File: src/rtl/seven_seg_pkg.sv
// seven_seg_pkg: shared FSM state type, hex glyph table and blanking patterns for the scanner.
package seven_seg_pkg;
  typedef enum logic {BLANK, SHOW} state_t;
  localparam logic [6:0] GLYPH_0 = 7'b1000000;
  localparam logic [6:0] GLYPH_1 = 7'b1111001;
  localparam logic [6:0] GLYPH_2 = 7'b0100100;
  localparam logic [6:0] GLYPH_3 = 7'b0110000;
  localparam logic [6:0] GLYPH_4 = 7'b0011001;
  localparam logic [6:0] GLYPH_5 = 7'b0010010;
  localparam logic [6:0] GLYPH_6 = 7'b0000010;
  localparam logic [6:0] GLYPH_7 = 7'b1111000;
  localparam logic [6:0] GLYPH_8 = 7'b0000000;
  localparam logic [6:0] GLYPH_9 = 7'b0010000;
  localparam logic [6:0] GLYPH_A = 7'b0001000;
  localparam logic [6:0] GLYPH_B = 7'b0000011;
  localparam logic [6:0] GLYPH_C = 7'b1000110;
  localparam logic [6:0] GLYPH_D = 7'b0100001;
  localparam logic [6:0] GLYPH_E = 7'b0000110;
  localparam logic [6:0] GLYPH_F = 7'b0001110;
  localparam logic [15:0][6:0] GLYPHS = {GLYPH_F, GLYPH_E, GLYPH_D, GLYPH_C, GLYPH_B, GLYPH_A, GLYPH_9, GLYPH_8,
                                         GLYPH_7, GLYPH_6, GLYPH_5, GLYPH_4, GLYPH_3, GLYPH_2, GLYPH_1, GLYPH_0};
  localparam logic [6:0] SEG_BLANK = 7'b1111111;
  localparam logic [3:0] ANODE_OFF = 4'b1111;
endpackage

File: src/rtl/seven_seg_scanner_if.sv
// seven_seg_scanner_if: digit values, controls and display drive of the scanner.
interface seven_seg_scanner_if;
  logic [3:0] A;
  logic [3:0] B;
  logic [3:0] AplusB;
  logic [3:0] AminusB;
  logic [3:0] digit_en;
  logic       freeze;
  logic [3:0] anode;
  logic [6:0] segs;
  logic [1:0] digit_sel;
  logic       frame_tick;
  modport master (output A, B, AplusB, AminusB, digit_en, freeze,
                  input anode, segs, digit_sel, frame_tick);
  modport slave (input A, B, AplusB, AminusB, digit_en, freeze,
                 output anode, segs, digit_sel, frame_tick);
endinterface

File: src/rtl/seven_seg_scanner_hex_to_segs.sv
// hex_to_segs: combinational hex nibble to active-low GFEDCBA glyph lookup.
module hex_to_segs
  import seven_seg_pkg::*;
(
  input  logic [3:0] hex,
  output logic [6:0] segs
);
  assign segs = GLYPHS[hex];
endmodule

File: src/rtl/seven_seg_scanner.sv
// seven_seg_scanner: time-multiplexed 4-digit hex display with guard blanking and frame snapshots.
module seven_seg_scanner
  import seven_seg_pkg::*;
#(
  parameter int DIV_WIDTH    = 17,
  parameter int BLANK_CYCLES = 16
) (
  input logic clk,
  input logic reset,
  seven_seg_scanner_if.slave bus
);
  logic [DIV_WIDTH-1:0] presc, blank_cnt, blank_cnt_nxt;
  logic [1:0] sel, sel_nxt;
  state_t state, state_nxt;
  logic [3:0][3:0] snap, snap_nxt;
  logic tick, frame_end, show_nxt;
  logic [6:0] glyph;
  logic [3:0] anode_nxt;
  logic [6:0] segs_nxt;
  assign tick = &presc;
  assign frame_end = tick && sel == 2'd3;
  always_comb begin
    state_nxt = state;
    blank_cnt_nxt = blank_cnt;
    sel_nxt = sel;
    if (tick) begin
      state_nxt = BLANK;
      blank_cnt_nxt = '0;
      sel_nxt = sel + 2'd1;
    end else if (state == BLANK) begin
      if (blank_cnt == DIV_WIDTH'(BLANK_CYCLES - 1)) state_nxt = SHOW;
      else blank_cnt_nxt = blank_cnt + 1'b1;
    end
  end
  assign snap_nxt = (frame_end && !bus.freeze) ? {bus.AminusB, bus.AplusB, bus.B, bus.A} : snap;
  // Outputs are computed from next-state values so the registered drive lines up with the state it reflects.
  hex_to_segs u_hex (.hex(snap_nxt[sel_nxt]), .segs(glyph));
  always_comb begin
    show_nxt = state_nxt == SHOW && bus.digit_en[sel_nxt];
    anode_nxt = show_nxt ? ~(4'b0001 << sel_nxt) : ANODE_OFF;
    segs_nxt = show_nxt ? glyph : SEG_BLANK;
  end
  always_ff @(posedge clk) begin
    if (reset) begin
      presc <= '0;
      blank_cnt <= '0;
      sel <= '0;
      state <= BLANK;
      snap <= '0;
      bus.anode <= ANODE_OFF;
      bus.segs <= SEG_BLANK;
      bus.frame_tick <= 1'b0;
    end else begin
      presc <= presc + 1'b1;
      blank_cnt <= blank_cnt_nxt;
      sel <= sel_nxt;
      state <= state_nxt;
      snap <= snap_nxt;
      bus.anode <= anode_nxt;
      bus.segs <= segs_nxt;
      bus.frame_tick <= frame_end;
    end
  end
  assign bus.digit_sel = sel;
endmodule

File: src/flat_wrapper.sv
// flat-port wrapper written by rule: the top's interface ports become plain ports
module seven_seg_scanner_flat import seven_seg_pkg::*;
#(
  parameter int DIV_WIDTH    = 17,
  parameter int BLANK_CYCLES = 16
)
  (clk, reset, bus_A, bus_B, bus_AplusB, bus_AminusB, bus_digit_en, bus_freeze, bus_anode, bus_segs, bus_digit_sel, bus_frame_tick);
  seven_seg_scanner_if bus_i ();
  input logic clk;
  input logic reset;
  input wire logic [$bits(bus_i.A)-1:0] bus_A;
  input wire logic [$bits(bus_i.B)-1:0] bus_B;
  input wire logic [$bits(bus_i.AplusB)-1:0] bus_AplusB;
  input wire logic [$bits(bus_i.AminusB)-1:0] bus_AminusB;
  input wire logic [$bits(bus_i.digit_en)-1:0] bus_digit_en;
  input wire logic [$bits(bus_i.freeze)-1:0] bus_freeze;
  output wire logic [$bits(bus_i.anode)-1:0] bus_anode;
  output wire logic [$bits(bus_i.segs)-1:0] bus_segs;
  output wire logic [$bits(bus_i.digit_sel)-1:0] bus_digit_sel;
  output wire logic [$bits(bus_i.frame_tick)-1:0] bus_frame_tick;
  assign bus_i.A = bus_A;
  assign bus_i.B = bus_B;
  assign bus_i.AplusB = bus_AplusB;
  assign bus_i.AminusB = bus_AminusB;
  assign bus_i.digit_en = bus_digit_en;
  assign bus_i.freeze = bus_freeze;
  assign bus_anode = bus_i.anode;
  assign bus_segs = bus_i.segs;
  assign bus_digit_sel = bus_i.digit_sel;
  assign bus_frame_tick = bus_i.frame_tick;
  seven_seg_scanner #(.DIV_WIDTH(DIV_WIDTH), .BLANK_CYCLES(BLANK_CYCLES)) u_core (.clk(clk), .reset(reset), .bus(bus_i));
endmodule
File: config.mk
export PLATFORM = sky130hd
export DESIGN_NAME = seven_seg_scanner_flat
export DESIGN_NICKNAME = d
export VERILOG_FILES = /design/src/rtl/seven_seg_pkg.sv /design/src/rtl/seven_seg_scanner_if.sv /design/src/rtl/seven_seg_scanner_hex_to_segs.sv /design/src/rtl/seven_seg_scanner.sv /design/src/flat_wrapper.sv
export SDC_FILE = /design/constraint.sdc
export NUM_CORES = 1
export LEC_CHECK = 0
export BUFFER_PORTS_ARGS = -buffer_cell sky130_fd_sc_hd__buf_2
export CAP_MARGIN = 20
export CELL_PAD_IN_SITES_DETAIL_PLACEMENT = 1
export CELL_PAD_IN_SITES_GLOBAL_PLACEMENT = 2
export CORE_MARGIN = 8
export CORE_UTILIZATION = 30
export CTS_CLUSTER_SIZE = 14
export DETAILED_ROUTE_END_ITERATION = 8
export MAX_ROUTING_LAYER = met4
export PLACE_DENSITY = 0.72
export SLEW_MARGIN = 20
export SYNTH_ARGS = -nofsm -noshare
export SYNTH_HDL_FRONTEND = slang
export SYNTH_HIERARCHICAL = 1
export SYNTH_SLANG_ARGS = --single-unit
export TNS_END_PERCENT = 50
File: constraint.sdc
create_clock -name clk -period 5.35 [get_ports clk]
set_clock_uncertainty 0.15 [all_clocks]
set_input_delay 1.07 -clock clk [delete_from_list [all_inputs] [get_ports clk]]
set_output_delay 1.07 -clock clk [all_outputs]
set_load 0.005 [all_outputs]
==> results.cfg, run 1 <==
[outcome]
status = finished, final reports clean

[cells_and_area]
fin_area_um2 = 3520
fill_cells = 1200
antenna_cells = 0
syn_to_final_growth_pct = 15.8
layout_common_cells = 65 x dfxtp_1, 48 x nor2_1, 36 x buf_2
layout_commonest_cell = dfxtp_1
fin_cells = 499
nets = 396
final_layout_size_suffix_gt1_frac = 0.180

[global_route]
grt_pass1_vias = 2486
grt_max_degree = 40
grt_pass1_wl_mm = 12.3
grt_overflow = 0
track_usage = 0.120
antenna_found_initial = 0

[timing]
fin_crit_sh = 0.835
maxSlewViolCount = 0
setup_viol = 0
hold_viol = 0
slew-limit-headroom = 0.401
fin_tns_setup_ns = 0
holdWs_ns = 0.335
rsz0062_at_grt = false
min_period_ns = 4.47
fin_ws_ns = 0.883
worst_pin_slew_ns = 0.895
max_clock_freq_ghz = 0.224

[clock_tree]
path_clk_slew_ns = 0.07
cts_buffer_depth = 2
holdBufCountCts = 0
cts.sinks = 65
cts_root_buf = clkbuf_8
cts_tree = yes
cts_buffers = 9
cts-htree-levels = 3
clkLatencyLatePin_ns = 0.35
cts_setup_buffers = 0
cts_resized = 0

[placed_design]
gp_congestion = 0.780
place_hpwl_mm = 5.51
placed_cell_area_um2 = 3320
numPortBuffers = 36
place_inst = 483
dp_slack_ns = 0.886

[hold_path]
hp-class = reg -> reg
hp-start = u_core/presc[0]

[floorplan]
fp.dieH_um = 117
start_util = 0.309
die_w_um = 117
io_pins = 37
die-area_um2 = 13600
core-area_um2 = 9820
num_rows = 36

[routing]
drtIter0Drc = 113
wirelength_mm = 7.46
avgRoutedWirePerCell_um = 15.0
viasPerCell = 4.86
num_vias = 2424
final_antenna_net_count = 0
first_pass_iters = 4
post-route-drc-count = 0

[pwr]
internal_power_mw = 0.723
netSwitchingPower_mw = 0.214
pwr-share-comb = 0.029
p_leak_nw = 1.39
powerDensity_nw_per_um2 = 266
seqPwrFrac = 0.526
swShare = 0.228
peakVddDrop_v = 0.000141
pwr-share-clk = 0.446

[worst_setup_path]
criticalPathCategory = reg -> reg
critPathMaxFanout = 14
crit_start = u_core/presc[0]
critical_path_arrival_ns = 4.60
end_kind = flip-flop
worst_setup_path_start_kind = flip-flop
cp.required_ns = 5.49
regToRegStartpoint = u_core/presc[0]

[yosys]
ys_ff_latch = 65
synth_area_um2 = 3040
synth.distinct_cells = 47
syn_nets = 362
yosysWarnings = 6
yosysSeqAreaShare = 0.428
avgSynthCellArea_um2 = 9.29
async_flop_share = 0
syn_inst = 327
synth-edff-count = 0
ys.flop_type = dfxtp_1

[flow_run]
drv_cap = 0
## cell type report
class                           count  area (µm²)  share of cell area
Multi-Input combinational cell    241        1640               0.466
Sequential cell                    65        1300               0.370
Timing Repair Buffer               37         188              0.0534
Tap cell                          133         166              0.0473
Clock buffer                       10         138              0.0391
Clock inverter                      6        57.6              0.0164
Inverter                            7        26.3             0.00747
## synth_stat cells (2+ instances only)
| library cell | instances | share of area |
|---|---|---|
| and4_1 | 6 | 0.017 |
| nand4b_1 | 2 | 0.0058 |
| a31oi_1 | 4 | 0.0082 |
| buf_1 | 3 | 0.0037 |
| a21oi_1 | 12 | 0.020 |
| ha_1 | 12 | 0.049 |
| nor2b_1 | 3 | 0.0062 |
| xor2_1 | 7 | 0.020 |
| nand4_1 | 4 | 0.0082 |
| nand2_1 | 19 | 0.023 |
| clkbuf_1 | 2 | 0.0025 |
| or2_2 | 5 | 0.010 |
| inv_1 | 7 | 0.0087 |
| nor4_1 | 6 | 0.012 |
| a22o_1 | 3 | 0.0087 |
| mux2i_1 | 23 | 0.076 |
| nor3b_1 | 2 | 0.0049 |
| nor3_1 | 6 | 0.0099 |
| or3_1 | 8 | 0.016 |
| nand3_1 | 9 | 0.015 |
| nor2_1 | 48 | 0.059 |
| buf_2 | 7 | 0.012 |
| o22ai_1 | 8 | 0.016 |
| nand3b_1 | 14 | 0.035 |
| dfxtp_1 | 65 | 0.43 |
| o21ai_0 | 10 | 0.016 |
| xnor2_1 | 12 | 0.035 |
## state kept, by name, summed over array words and instances, names as in the netlist
signal,count
u_core/bus.frame_tick,1
u_core/snap,16
u_core/state,1
u_core/bus.anode,4
u_core/bus.digit_sel,2
u_core/blank_cnt,17
u_core/presc,17
u_core/bus.segs,7
## path summary, 6_finish.rpt
path / endpoint / slack (ns) / cells after the start
min: u_core/presc[0] / 0.33 / 1
min reg2reg: u_core/presc[0] / 0.33 / 1
max: u_core/bus.segs[0] / 0.88 / 15
max reg2reg: u_core/bus.segs[0] / 0.88 / 15
## routing by layer
layer	vias up	track usage	wire length, µm
li1	1229	-	-
met5	-	-	0
met3	8	0.0383	277
met1	1149	0.153	3790
met2	38	0.174	3310
met4	0	0.0435	94
## through the flow
| stage | util | total power, mW |
|---|---|---|
| floorplan | - | 0.516 |
| global placement | 0.338 | 0.530 |
| detailed placement | 0.338 | 0.530 |
| CTS | 0.358 | 0.954 |
| global route | 0.358 | 0.979 |
| finish | 0.358 | 0.937 |
## cells by family after synthesis
logic type / after synthesis / synth area share
fa+ha+maj: 12 / 0.0494
xor+xnor: 19 / 0.0548
mux: 26 / 0.0956
simple gates: 143 / 0.259
flops: 65 / 0.428
compound gates: 41 / 0.0807
buf+inv: 21 / 0.0317
## power groups by stage
stage	combinational (mW)	clock [mW]	sequential (mW)
finish	0.0269	0.417	0.492
CTS	0.0272	0.434	0.492
global route	0.0299	0.456	0.493
detailed placement	0.0268	0	0.503
floorplan	0.0145	0	0.502
global placement	0.0267	0	0.503
## critical path, cell delays in order, from the launching register on
cell and delay [ns]:
dfxtp_1 0.40, ha_1 0.23, and4_1 0.32, nand3_1 0.15, nor2_1 0.18, ha_1 0.24
nand3b_1 0.63, mux2i_1 0.43, o22ai_1 0.12, or2_2 0.36, inv_1 0.17, ha_1 0.23
and2b_2 0.23, or3b_1 0.37, o21ai_0 0.07, nand3b_1 0.12
Power figures use the tool's default switching activity.
==> inputs of run 2 (changes only) <==
==> constraint.sdc (replaced) <==
create_clock -name clk -period 4.35 [get_ports clk]
set_clock_uncertainty 0.15 [all_clocks]
set_input_delay 0.87 -clock clk [delete_from_list [all_inputs] [get_ports clk]]
set_output_delay 0.87 -clock clk [all_outputs]
set_load 0.005 [all_outputs]
==> run 2 against run 1 <==
Global-route usage is 0.22 points lower. Fmax is 12% higher. Setup slack worse by 0.54 ns. Final area is 1.1% higher. Critical path type unchanged. Largest cell class unchanged. Largest power group unchanged. Highest routed layer unchanged.
==> results.cfg, run 2 (synthesized netlist as in run 1, its figures left out) <==
[global_route]
antenna_found_initial = 0
grt_overflow = 0
grt_max_degree = 40
grt_pass1_vias = 2506
grt_pass1_wl_mm = 12.2
track_usage = 0.118

[routing]
drtIter0Drc = 95
first_pass_iters = 4
num_vias = 2408
post-route-drc-count = 0
final_antenna_net_count = 0
viasPerCell = 4.82
wirelength_mm = 7.29
avgRoutedWirePerCell_um = 14.6

[floorplan]
start_util = 0.309
core-area_um2 = 9820
num_rows = 36
io_pins = 37
die-area_um2 = 13600
die_w_um = 117
fp.dieH_um = 117

[hold_path]
hp-class = reg -> reg
holdPathStages = 1
hp-start = u_core/presc[0]

[clock_tree]
clkLatencyLatePin_ns = 0.34
cts-htree-levels = 3
cts_tree = yes
cts_buffers = 9
cts_resized = 0
cts_root_buf = clkbuf_8
cts.sinks = 65
path_clk_slew_ns = 0.07
cts_setup_buffers = 0
holdBufCountCts = 0
cts_buffer_depth = 2

[pwr]
p_leak_nw = 1.40
swShare = 0.220
peakVddDrop_v = 0.000174
pwr-share-comb = 0.027
internal_power_mw = 0.924
powerDensity_nw_per_um2 = 333
seqPwrFrac = 0.511
netSwitchingPower_mw = 0.261
pwr-share-clk = 0.463
power_mw = 1.18

[timing]
fin_tns_setup_ns = 0
min_period_ns = 4.01
maxSlewViolCount = 0
slew-limit-headroom = 0.527
fin_crit_sh = 0.921
hold_viol = 0
rsz0062_at_grt = false
setup_viol = 0
max_clock_freq_ghz = 0.250
worst_pin_slew_ns = 0.710

[worst_setup_path]
criticalPathCategory = reg -> reg
critPathMaxFanout = 16
r2r_slack_ns = 0.34
worst_setup_path_start_kind = flip-flop
rr_worst_depth = 16
cp.required_ns = 4.47
cp_cell_sequence = ha_1 -> and4_1 -> nand3_1 -> nor2_1 -> ha_1 -> nand3b_1 -> buf_4 -> mux2i_1 -> o22ai_1 -> or2_2 -> inv_1 -> ha_1 -> and2b_2 -> or3b_1 -> o21ai_0 -> nand3b_1
critical_path_arrival_ns = 4.13
critical_path.n_buffers_inverters = 2
crit_top_cell = ha_1
crit_cells = 16
regToRegStartpoint = u_core/presc[0]
end_kind = flip-flop
crit_path_top_delay_cell = dfxtp_1
crit_family = simple AND/OR/NAND/NOR gates
slowest_delay_ns = 0.38
crit_start = u_core/presc[0]

[cells_and_area]
syn_to_final_growth_pct = 17.0
fin_area_um2 = 3550
nets = 397
largestRegisters = u_core/blank_cnt (17), u_core/presc (17), u_core/snap (16)
fill_cells = 1194
layout_commonest_cell = dfxtp_1
antenna_cells = 0
layout_common_cells = 65 x dfxtp_1, 48 x nor2_1, 36 x buf_2
final_layout_size_suffix_gt1_frac = 0.188

[placed_design]
place_hpwl_mm = 5.36
placed_cell_area_um2 = 3330
gp_congestion = 0.719
numPortBuffers = 36

[outcome]
status = finished, final reports clean

[flow_run]
drv_cap = 0
[run 2: cell types whose count changed in the layout (fill, tap and decap cells not counted)]
cell,before,now
a21oi_1,12,11
a21oi_2,0,1
a31oi_1,4,3
a31oi_2,0,1
buf_4,1,2
clkbuf_8,10,12
clkinv_2,4,1
clkinvlp_4,1,2
[run 2: cell type report]
type	count	area, µm²	share of cell area
inverters	7	26.3	0.00739
clock buffers	12	165	0.0465
multi-input cells	241	1650	0.464
clock inverters	4	50.0	0.0141
well taps	133	166	0.0468
repair buffers	38	195	0.0549
flip-flops and latches	65	1300	0.366
[run 2: worst paths after layout]
path                                           end
worst max register to register  u_core/bus.segs[0]
worst min-delay path               u_core/presc[0]
worst max-delay path            u_core/bus.segs[0]
worst min register to register     u_core/presc[0]
[run 2: power groups by stage]
stage | Combinational [mW] | Clock (mW) | Sequential (mW)
finish | 0.0314 | 0.548 | 0.605
global route | 0.0360 | 0.600 | 0.606
global placement | 0.0320 | 0 | 0.618
CTS | 0.0324 | 0.573 | 0.605
floorplan | 0.0178 | 0 | 0.617
detailed placement | 0.0321 | 0 | 0.619
[run 2: stage by stage]
step | instances | util | hold slack [ns] | setup slack [ns]
floorplan | 327 | - | 0.288 | 0.695
global placement | 484 | 0.339 | 0.301 | 0.416
detailed placement | 484 | 0.339 | 0.334 | 0.291
CTS | 500 | 0.361 | 0.349 | 0.263
global route | 500 | 0.362 | 0.371 | 0.0665
finish | 500 | 0.362 | 0.341 | 0.344
[run 2: per-layer routing]
| layer | global-route usage | part of all wire | wire length, µm |
|---|---|---|---|
| met4 | 0.0307 | 0.0085 | 62 |
| met3 | 0.0393 | 0.041 | 296 |
| met2 | 0.188 | 0.47 | 3440 |
| met5 | - | 0 | 0 |
| met1 | 0.140 | 0.48 | 3500 |
